[src/rtl/ltc2324_pkg.sv]
// Shared types and default timing for the LTC2324 conversion controller.
// Values are in 100 MHz clk cycles unless noted.
package ltc2324_pkg;

   typedef enum logic [2:0] {
      ST_IDLE  = 3'd0,
      ST_CNV   = 3'd1,
      ST_WAIT  = 3'd2,
      ST_SHIFT = 3'd3,
      ST_GAP   = 3'd4
   } state_e;

   localparam int CONV_PERIOD = 100;
   localparam int CNV_HIGH    = 3;
   localparam int CONV_WAIT   = 45;
   localparam int DATA_BITS   = 16;
   localparam int NUM_LANES   = 4;

endpackage

[src/rtl/ltc2324_lane_shift.sv]
// One SDO lane: MSB-first shift register. data_nxt is the value the register
// takes on the coming edge, so the parent can capture the final bit in the same edge.
module ltc2324_lane_shift #(
   parameter int W = ltc2324_pkg::DATA_BITS
) (
   input  logic         clk,
   input  logic         rst,
   input  logic         shift_en,
   input  logic         sdi,
   output logic [W-1:0] data_nxt
);

   logic [W-1:0] data_q;
   logic [W-1:0] data_d;

   always_comb begin
      data_d = data_q;
      if (shift_en) begin
         data_d = {data_q[W-2:0], sdi};
      end
   end

   always_ff @(posedge clk or posedge rst) begin
      if (rst) begin
         data_q <= '0;
      end else begin
         data_q <= data_d;
      end
   end

   assign data_nxt = data_d;

endmodule

[src/rtl/ltc2324_ctrl.sv]
// LTC2324 frame controller: CNV pulse, SCK burst, 4-lane capture, one-cycle valid.
// Define LTC2324_TESTPAT_EN to add the test_mode port and the counting test pattern.
module ltc2324_ctrl #(
   parameter int CONV_PERIOD = ltc2324_pkg::CONV_PERIOD,
   parameter int CNV_HIGH    = ltc2324_pkg::CNV_HIGH,
   parameter int CONV_WAIT   = ltc2324_pkg::CONV_WAIT,
   parameter int DATA_BITS   = ltc2324_pkg::DATA_BITS
) (
   input  logic                                       clk,
   input  logic                                       rst,
`ifdef LTC2324_TESTPAT_EN
   input  logic                                       test_mode,
`endif
   input  logic                                       pll_lock,
   input  logic                                       enable,
   output logic                                       cnv,
   output logic                                       sck,
   input  logic [ltc2324_pkg::NUM_LANES-1:0]          sdo,
   output logic [ltc2324_pkg::NUM_LANES*DATA_BITS-1:0] sample_data,
   output logic                                       sample_valid,
   output logic                                       busy
);

   import ltc2324_pkg::*;

   localparam int S0    = CNV_HIGH + CONV_WAIT;
   localparam int S_END = S0 + 2 * DATA_BITS;
   localparam int CNT_W = $clog2(CONV_PERIOD);
   localparam bit S0_PAR = 1'(S0 % 2);

   typedef logic [CNT_W-1:0] cnt_t;

   localparam cnt_t CNT_CNV_LAST   = cnt_t'(CNV_HIGH - 1);
   localparam cnt_t CNT_WAIT_LAST  = cnt_t'(S0 - 1);
   localparam cnt_t CNT_SHIFT_LAST = cnt_t'(S_END - 1);
   localparam cnt_t CNT_LAST       = cnt_t'(CONV_PERIOD - 1);

   if (CONV_PERIOD < S_END + 1 || CNV_HIGH < 1) begin : g_param_err
      $error("ltc2324_ctrl: CONV_PERIOD too short or CNV_HIGH < 1");
   end

   state_e state_q, state_d;
   cnt_t   cnt_q, cnt_d;
   logic   cnv_q, cnv_d;
   logic   sck_q, sck_d;
   logic   busy_q, busy_d;
   logic   valid_q, valid_d;
   logic [NUM_LANES*DATA_BITS-1:0] sample_data_q, sample_data_d;
   logic   load;
   logic   shift_en;
   logic [DATA_BITS-1:0] lane_nxt [NUM_LANES];

   // SDO is captured on the edge that ends each low half of SCK (odd offset).
   assign shift_en = (state_q == ST_SHIFT) && (cnt_q[0] != S0_PAR);

   for (genvar n = 0; n < NUM_LANES; n++) begin : g_lane
      ltc2324_lane_shift #(.W(DATA_BITS)) u_lane (
         .clk      (clk),
         .rst      (rst),
         .shift_en (shift_en),
         .sdi      (sdo[n]),
         .data_nxt (lane_nxt[n])
      );
   end

   always_comb begin
      state_d = state_q;
      cnt_d   = cnt_q;
      load    = 1'b0;
      case (state_q)
         ST_IDLE: begin
            cnt_d = '0;
            if (enable) state_d = ST_CNV;
         end
         ST_CNV: begin
            cnt_d = cnt_q + cnt_t'(1);
            if (cnt_q == CNT_CNV_LAST) state_d = ST_WAIT;
         end
         ST_WAIT: begin
            cnt_d = cnt_q + cnt_t'(1);
            if (cnt_q == CNT_WAIT_LAST) state_d = ST_SHIFT;
         end
         ST_SHIFT: begin
            cnt_d = cnt_q + cnt_t'(1);
            if (cnt_q == CNT_SHIFT_LAST) begin
               state_d = ST_GAP;
               load    = 1'b1;
            end
         end
         ST_GAP: begin
            if (cnt_q == CNT_LAST) begin
               cnt_d   = '0;
               state_d = enable ? ST_CNV : ST_IDLE;
            end else begin
               cnt_d = cnt_q + cnt_t'(1);
            end
         end
         default: begin
            state_d = ST_IDLE;
            cnt_d   = '0;
         end
      endcase

      // Losing lock overrides everything, including a pending capture.
      if (!pll_lock) begin
         state_d = ST_IDLE;
         cnt_d   = '0;
         load    = 1'b0;
      end

      // Outputs are registered from the next state so they leave flops directly.
      cnv_d   = (state_d == ST_CNV);
      sck_d   = (state_d == ST_SHIFT) && (cnt_d[0] == S0_PAR);
      busy_d  = (state_d != ST_IDLE);
      valid_d = load;
   end

`ifdef LTC2324_TESTPAT_EN
   logic [DATA_BITS-3:0] fcnt_q, fcnt_d;

   always_comb begin
      sample_data_d = sample_data_q;
      fcnt_d        = fcnt_q;
      if (load) begin
         fcnt_d = fcnt_q + 1'b1;
         for (int n = 0; n < NUM_LANES; n++) begin
            sample_data_d[n*DATA_BITS +: DATA_BITS] =
               test_mode ? {fcnt_q, 2'(n)} : lane_nxt[n];
         end
      end
   end

   always_ff @(posedge clk or posedge rst) begin
      if (rst) fcnt_q <= '0;
      else     fcnt_q <= fcnt_d;
   end
`else
   always_comb begin
      sample_data_d = sample_data_q;
      if (load) begin
         for (int n = 0; n < NUM_LANES; n++) begin
            sample_data_d[n*DATA_BITS +: DATA_BITS] = lane_nxt[n];
         end
      end
   end
`endif

   always_ff @(posedge clk or posedge rst) begin
      if (rst) begin
         state_q       <= ST_IDLE;
         cnt_q         <= '0;
         cnv_q         <= 1'b0;
         sck_q         <= 1'b0;
         busy_q        <= 1'b0;
         valid_q       <= 1'b0;
         sample_data_q <= '0;
      end else begin
         state_q       <= state_d;
         cnt_q         <= cnt_d;
         cnv_q         <= cnv_d;
         sck_q         <= sck_d;
         busy_q        <= busy_d;
         valid_q       <= valid_d;
         sample_data_q <= sample_data_d;
      end
   end

   assign cnv          = cnv_q;
   assign sck          = sck_q;
   assign busy         = busy_q;
   assign sample_valid = valid_q;
   assign sample_data  = sample_data_q;

endmodule

[config.mk]
export PLATFORM = sky130hd
export DESIGN_NAME = ltc2324_ctrl
export DESIGN_NICKNAME = d
export VERILOG_FILES = /design/src/rtl/ltc2324_pkg.sv /design/src/rtl/ltc2324_lane_shift.sv /design/src/rtl/ltc2324_ctrl.sv
export SDC_FILE = /design/constraint.sdc
export NUM_CORES = 1
export LEC_CHECK = 0
export ABC_AREA = 1
export BUFFER_PORTS_ARGS = -buffer_cell sky130_fd_sc_hd__buf_4
export CAP_MARGIN = 25
export CORE_MARGIN = 10
export CORE_UTILIZATION = 30
export CTS_CLUSTER_DIAMETER = 60
export DETAILED_ROUTE_END_ITERATION = 7
export PLACE_DENSITY_LB_ADDON = 0.12
export SYNTH_ARGS = -nofsm -noshare
export SYNTH_HDL_FRONTEND = slang
export SYNTH_HIERARCHICAL = 1
export SYNTH_SLANG_ARGS = --single-unit
export TNS_END_PERCENT = 20
[constraint.sdc]
create_clock -name clk -period 2.3 [get_ports clk]
set_input_delay 0.23 -clock clk [delete_from_list [all_inputs] [get_ports clk]]
set_output_delay 0.23 -clock clk [all_outputs]
set_load 0.01 [all_outputs]
After elaboration in Yosys (flattened, before gate mapping)
Index checks and enable logic that the tools add are counted.
{ "word_totals": {"reg_bits": 142, "out_inout_bits": 68, "elab_cells": 46} }
{ "op_classes": {"addsub": 1, "eq_ne": 10, "n_mux": 18, "n_bitwise": 1, "reduce_logical": 5} }
{ "op_table": {"columns": ["op", "count"], "rows": [
  ["$mux 16", 4],
  ["$mux 3", 6],
  ["$pmux 3 s5", 1],
  ["$eq 7x7->1 const B", 2],
  ["$mux 7", 2],
  ["$pmux 7 s2", 1],
  ["$eq 3x2->1 const B", 3],
  ["$add 7x1->7 const B", 1],
  ["$eq 7x2->1 const B", 1],
  ["$eq 7x6->1 const B", 1],
  ["$eq 3x1->1 const B", 2],
  ["$mux 1", 4],
  ["$eq 3x3->1 const B", 1],
  ["$logic_not 3->1", 1],
  ["$reduce_bool 3->1", 1],
  ["$reduce_or 3->1", 1],
  ["$logic_and 1x1->1", 2],
  ["$not 1->1", 1]
]} }

Longest topological paths before layout
Gate-level depths: netlist (run 1).
{ "depth": {"word_depth": 6, "ltp_mapped": 12, "mapped_depth_nobuf": 10} }

By module
Netlist (run 1), hierarchy kept.
{ "by_module_without_submodules": {"columns": ["module", "instances", "cells_per_inst", "area_each_um2"], "rows": [
  ["ltc2324_ctrl", 1, 361, 3248.1],
  ["ltc2324_lane_shift", 4, 69, 688.2]
]} }

Least setup slack after synthesis (run 1)
No wires, ideal clock.
{ "synth_path": {"path_type": "reg2reg", "from": "register state_q[2]", "to": "register sample_data_q[12], in the netlist sample_data[12]", "setup_ns": 0.116, "arrival_ns": 1.517, "required_time_ns": 2.184, "slack_ns": 0.667, "path_stages_with_launch": 13, "path_cell_list": "dfrtp_1 inv_1 nand2_1 nor2_1 inv_1 nor2_1 buf_6 inv_8 buf_12 nand2_2 nand2_2 nand2_2 nand2_1"} }
{ "synth_lines": {"columns": ["item", "line_no", "source"], "rows": [
  ["from (decl)", "ltc2324_ctrl.sv:42", "state_e state_q, state_d;"],
  ["from (signal assigned)", "ltc2324_ctrl.sv:158", "state_q <= state_d;"],
  ["to (signal assigned)", "ltc2324_ctrl.sv:164", "sample_data_q <= sample_data_d;"],
  ["to (decl)", "ltc2324_ctrl.sv:48", "logic [NUM_LANES*DATA_BITS-1:0] sample_data_q, sample_data_d;"]
]} }

==> run metrics, run 1 <==
Max Slew Vio Count=0; GR Overflow Total=0; Leak=3.97 nW; WS Path Type=register to register; Initial DRC Count=approximately 190; Power Dens Cells=roughly 710 nW/um^2; Avg WL per Cell=13.0 microns; GR peak layer=met2; RR Startpoint=state_q[2]$_DFF_PP0_; Num CTS Buffers=17; Req. time, crit path=~2600 ps; I/O Pins=76; met1 Use GR=between 10% and 20%; initial antenna violation count=0; kind of end point of the critical path=register; GR Util met3=between 3 and 4%; Seq cells post-synth=roughly 140; Reg2Reg Depth=11; DIE HEIGHT=approximately 160 microns; critical path arrival=about 2100 ps; delay-heaviest family, CP=buffers and inverters; Final setup viols=0; vias in the first global route=approximately 4300; fin cells=around 1000; # H-tree levels=4; Vias=between 4000 and 5000; RSZ-0062 raised after global routing=false; CP bufs+invs=4; Cell variety after synth=22; number of flops mapped to enable cells by yosys=0; Yosys warning count=6; Final GP Congestion=0.811; Worst-path clk slew=~60 ps; reg-to-reg slack, setup=between 500 and 600 ps; # diodes=0; Hold Startpoint=sdo[2]; startpoint types=register; first-pass GRT wire length=between 20 and 25 mm; pin count of the biggest net entering global routing=69; Root Buffer=clkbuf_16; Syn Inst Count=between 600 and 700; Area growth, synth to finish=20.6%; Max-Cap Viols=0; Clock Path Buffers=2; Worst-Margin Slew=roughly 640 ps; Final nets=722; final hold violation count=0; total negative setup slack=0 ps; top_reg_cell synth=dfrtp_1; Die X-Extent=about 160 microns; Sink Count=~140; Clock Skews=approximately 11 ps; Peak VDD IR=around 470 uV; worst hold stages=3; critical path cell sequence=inv_1 -> nand2_1 -> nor2_1 -> inv_1 -> nor2_4 -> buf_12 -> inv_8 -> nand2_1 -> nand2_1 -> nand2_2 -> nand2_1; post-CTS sizing=0; DP HPWL=between 8 and 9 mm; starting density of the core=between 30% and 40%; ANT nets after route=0; drt total wl=approximately 13 mm; ratio of cells with drive above 1 in the final layout=between 30% and 40%; status=complete, no violations; vias per cell=slightly above 4; syn nets=approximately 650; crit path max fanout=68; GR met2 Demand/Resource=between 15 and 20%; slowest CP cell=dfrtp_1; CTS tree=done; Placed Cells=~960; most common cell after layout, fill and taps aside=nand2_1; DRC violations left=0; Clock Latency Late Sink=410 ps; fmax=around 560 MHz; async set-reset flop share out of synthesis=100%; port bufs=75; Worst path max stage delay=~380 ps; Hold EP=g_lane[2].u_lane/data_q[0]$_DFF_PP0_; class of the worst hold path=input pin to register; gr usage total=approximately a tenth; FF-to-FF End=sample_data[16]$_DFFE_PP0P_; CP most frequent cell=nand2_1; Seq/Total Area, Yosys=between 50% and 60%; Rows=a little over 50; syn_area_per_cell=roughly 9.4 sq um; core area=between 15000 and 20000 sq um; fin crit period=~1800 ps; DR pass1 iterations=5; synthesized area=roughly 6000 sq um; commonest non-fill, non-tap cells in the layout=nand2_1 (292), dfrtp_1 (142), nand2_2 (112); fin crit share=slightly below 80%; die area=between 20000 and 30000 sq um; FILL cells=roughly 2000; Slew headroom=57.2%
worst max-delay path by stage:
stage,depth (start not counted),slack (ps),to,start
3_5_place_dp,11,520,sample_data[16]$_DFFE_PP0P_,state_q[2]$_DFF_PP0_
4_1_cts,11,500,sample_data[16]$_DFFE_PP0P_,state_q[2]$_DFF_PP0_
3_3_place_gp,11,540,sample_data[16]$_DFFE_PP0P_,state_q[2]$_DFF_PP0_
6_report,11,530,sample_data[16]$_DFFE_PP0P_,state_q[2]$_DFF_PP0_
2_1_floorplan,1,70,busy$_DFF_PP0_,rst
5_1_grt,10,310,sample_data[22]$_DFFE_PP0P_,cnt_q[0]$_DFF_PP0_
Yosys cell counts, types with 2 or more instances:
| cell type | instances | share of area, % |
|---|---|---|
| o21ai_0 | 4 | 0.33 |
| inv_1 | 18 | 1.1 |
| nor2_1 | 19 | 1.2 |
| buf_12 | 7 | 2.3 |
| xor2_1 | 2 | 0.29 |
| inv_8 | 4 | 0.75 |
| buf_6 | 11 | 2.1 |
| nand2_2 | 111 | 12 |
| dfrtp_1 | 142 | 59 |
| nand3_1 | 6 | 0.50 |
| nor3b_1 | 2 | 0.25 |
| buf_2 | 8 | 0.67 |
| ha_1 | 2 | 0.42 |
| nand2_1 | 293 | 18 |
sequential cells by signal (all words and copies together), names as in the netlist:
signal                cells
g_lane.u_lane/data_q     64
sample_data              64
cnt_q                     7
state_q                   3
busy                      1
cnv                       1
sample_valid              1
sck                       1
area by class of cell:
cell class                      instances  area, sq um  share of cell area [%]
Clock buffer                           25          485                    6.71
Sequential cell                       142         3550                    49.1
Inverter                               23          118                    1.62
Multi-Input combinational cell        446         2040                    28.1
Timing Repair Buffer                   82          656                    9.06
Tap cell                              265          332                    4.58
Clock inverter                          5         58.8                   0.812
routing by layer:
layer  part of all wire, %  up-vias
li1                      -     2077
met1                    48     1942
met2                    47       67
met3                   4.5        9
met4                   1.1        0
met5                     0        -
worst min-delay path: cells and delay by family:
family,cells,cell delay (ps)
simple gates,2,130
buf+inv,1,80
repair_timing:
item / 4_1_cts / 5_1_grt
endpoints found under the hold margin: 87 / 0
buffers inserted: 0 / 0
hold buffers: 1 / 0
per-stage QoR:
stage / area (sq um) / power (mW) / util, % / worst slack, ps / hold WS, ps
2_1_floorplan: 6000 / 2.62 / - / 75.0 / 144
3_3_place_gp: 6690 / 2.66 / 34.1 / 537 / 312
3_5_place_dp: 6690 / 2.66 / 34.1 / 515 / 327
4_1_cts: 7240 / 5.27 / 37.0 / 503 / 44.8
5_1_grt: 7240 / 5.38 / 37.0 / 314 / 76.9
6_report: 7240 / 5.16 / 37.0 / 526 / 69.4
kinds of logic after synthesis:
family	after synthesis	share of synthesized area, %
flip-flops	142	59.2
AND/OR/NAND/NOR	437	32.6
AO/OA/AOI/OAI	4	0.334
buffers and inverters	49	7.01
XOR/XNOR	3	0.438
adder cells (fa/ha/maj)	2	0.417
report_power, final:
| group | internal, mW | total, mW | switching [mW] |
|---|---|---|---|
| clock | 1.56 | 2.54 | 0.980 |
| sequential | 2.51 | 2.51 | 0.00515 |
| combinational | 0.0254 | 0.101 | 0.0757 |
Power figures use the tool's default switching activity.
==> run 2, diff against run 1 <==
ABC_AREA = 0   (was 1)
clock period = 1.7 ns   (was 2.3 ns; I/O delays follow)
==> run metrics, run 2 <==
Req. time, crit path=roughly 2000 ps; Area growth, synth to finish=39.6%; Root Buffer=clkbuf_16; FF-to-FF End=sample_data[20]$_DFFE_PP0P_; # H-tree levels=4; top_reg_cell synth=dfrtp_1; ANT nets after route=0; port bufs=between 70 and 80; Sink Count=between 100 and 150; drt total wl=13.3 mm; Worst path max stage delay=approximately 380 ps; DRC violations left=0; Final nets=between 400 and 500; DP HPWL=between 7 and 8 mm; Final setup viols=65; fin worst setup slack=-131 ps; Worst-Margin Slew=around 670 ps; crit path max fanout=5; class of the worst hold path=input pin to register; reg-to-reg slack, setup=-130 ps; vias per cell=around 4.5; Clock Latency Late Sink=410 ps; Final GP Congestion=between 0.7 and 0.8; Num CTS Buffers=17; Initial DRC Count=94; Rows=50; Clock Path Buffers=2; slowest CP cell=dfrtp_1; worst hold stages=4; I/O Pins=76; fin crit period=roughly 1800 ps; Cell variety after synth=36; async set-reset flop share out of synthesis=100%; most common cell after layout, fill and taps aside=dfrtp_1; final hold violation count=0; RSZ-0062 raised after global routing=true; gr usage total=roughly 11%; kind of end point of the critical path=register; Reg2Reg Depth=7; fmax=approximately 550 MHz; Max Slew Vio Count=0; vias in the first global route=about 3700; GR Overflow Total=0; delay-heaviest family, CP=multiplexers; die area=~25000 sq um; synthesized area=between 5000 and 6000 sq um; Die X-Extent=about 160 microns; ratio of cells with drive above 1 in the final layout=~60%; Avg WL per Cell=around 19 microns; syn nets=359; status=complete, but fails checks; most common cell in the synthesized netlist=dfrtp_1; pin count of the biggest net entering global routing=44; Max-Cap Viols=0; Power Dens Cells=a little under 1000 nW/um^2; Core Util, Final=between 40% and 50%; WS Path Type=register to register; total negative setup slack=-6220 ps; initial antenna violation count=0; most frequent cells after synthesis=dfrtp_1 (142), mux2_1 (49), mux2_4 (40); Leak=4.11 nW; # diodes=0; syn_area_per_cell=roughly 16 sq um; Vias=between 3000 and 4000; failing checks=setup timing; Placed Cells=~660; core area=~19000 sq um; final instance area=7980 sq um; Hold EP=state_q[0]$_DFF_PP0_; DR pass1 iterations=4; Seq/Total Area, Yosys=62.1%; RR Startpoint=state_q[2]$_DFF_PP0_; Peak VDD IR=about 700 uV; commonest non-fill, non-tap cells in the layout=dfrtp_1 (142), mux2_4 (113), buf_4 (91); starting density of the core=between 30% and 40%; fin cells=slightly above 700; number of flops mapped to enable cells by yosys=0; CP most frequent cell=mux2_4; largest area contributor in the netlist=dfrtp_1; Seq cells post-synth=about 140; Yosys warning count=6; critical path arrival=around 2100 ps; Clock Skews=slightly above 8 ps; CP bufs+invs=2; first-pass GRT wire length=around 21 mm; CTS tree=done; startpoint types=register; Syn Inst Count=about 350; Yosys top cell area share=between 60 and 70%; Slew headroom=~55%; fin crit share=108%; Worst-path clk slew=60 ps; Hold Startpoint=enable; critical path cell sequence=nor2b_2 -> nand2_2 -> nor2_4 -> buf_8 -> clkbuf_16 -> mux2_4 -> mux2_4; Synth area leaders=dfrtp_1 (62%), mux2_4 (11%), mux2_1 (9.6%), mux2_2 (7.7%), buf_6 (1.8%); Placed Area=6610 sq um; DIE HEIGHT=between 150 and 200 microns
## run 2: repair_timing
action	4_1_cts	5_1_grt
hold buffers	6	0
cloned	5	5
pin swaps	3	9
hold endpoints to repair	85	0
setup buffers	4	3
resized for setup	84	17
setup endpoints to repair	75	88
## run 2: power breakdown
part	switching, mW	leakage (nW)	internal [mW]
Combinational	0.112	1.80	0.0573
Clock	1.45	0.325	2.74
Sequential	0.00553	1.98	3.39
## run 2: layer usage
| layer | wire, microns | vias up | share of wire (%) | GRT usage (%) |
|---|---|---|---|---|
| met1 | 6310 | 1694 | 47 | 13.8 |
| li1 | - | 1474 | - | - |
| met2 | 6160 | 68 | 46 | 16.3 |
| met3 | 687 | 15 | 5.2 | 3.66 |
| met4 | 153 | 0 | 1.1 | 3.84 |
| met5 | 0 | - | 0 | 0 |
## run 2: area by class of cell
cell class              count  area (sq um)
inverters                   9          37.5
multi-input cells         181          2250
clock buffers              21           470
repair buffers            118          1170
fillers                  1716         10700
clock inverters            11           201
well taps                 234           293
flip-flops and latches    142          3550
## run 2: worst max path at each step
stage / startpoint / cells past startpoint / slack [ps] / to
4_1_cts: state_q[2]$_DFF_PP0_ / 7 / -170 / sample_data[60]$_DFFE_PP0P_
3_3_place_gp: state_q[2]$_DFF_PP0_ / 6 / -140 / sample_data[13]$_DFFE_PP0P_
2_1_floorplan: state_q[1]$_DFF_PP0_ / 7 / -280 / sample_data[12]$_DFFE_PP0P_
5_1_grt: state_q[2]$_DFF_PP0_ / 7 / -210 / sample_data[20]$_DFFE_PP0P_
6_report: state_q[2]$_DFF_PP0_ / 7 / -130 / sample_data[20]$_DFFE_PP0P_
3_5_place_dp: state_q[2]$_DFF_PP0_ / 6 / -180 / sample_data[3]$_DFFE_PP0P_
## run 2: metrics by stage
stage	total power, mW	setup WS, ps	hold WS (ps)
CTS	7.89	-171	169
detailed placement	3.62	-182	267
global placement	3.62	-144	269
finish	7.76	-131	198
global route	8.06	-211	245
floorplan	3.54	-280	83.7
## run 2: kinds of logic after synthesis
group                      after synthesis  share of synthesized area, %
DFF                                    142                          62.1
muxes                                  128                          27.8
and+or+nand+nor                         33                          3.06
buffers and inverters                   26                          4.16
AOI/OAI and AO/OA                       13                          1.60
xor gates and xnor gates                 5                         0.766
adders and majority gates                2                         0.438
## run 2: worst min-delay path: cells and delay by family
family	cells	cell delay [ps]
buffers and inverters	1	80
AND/OR/NAND/NOR	2	150
AO/OA/AOI/OAI	1	170
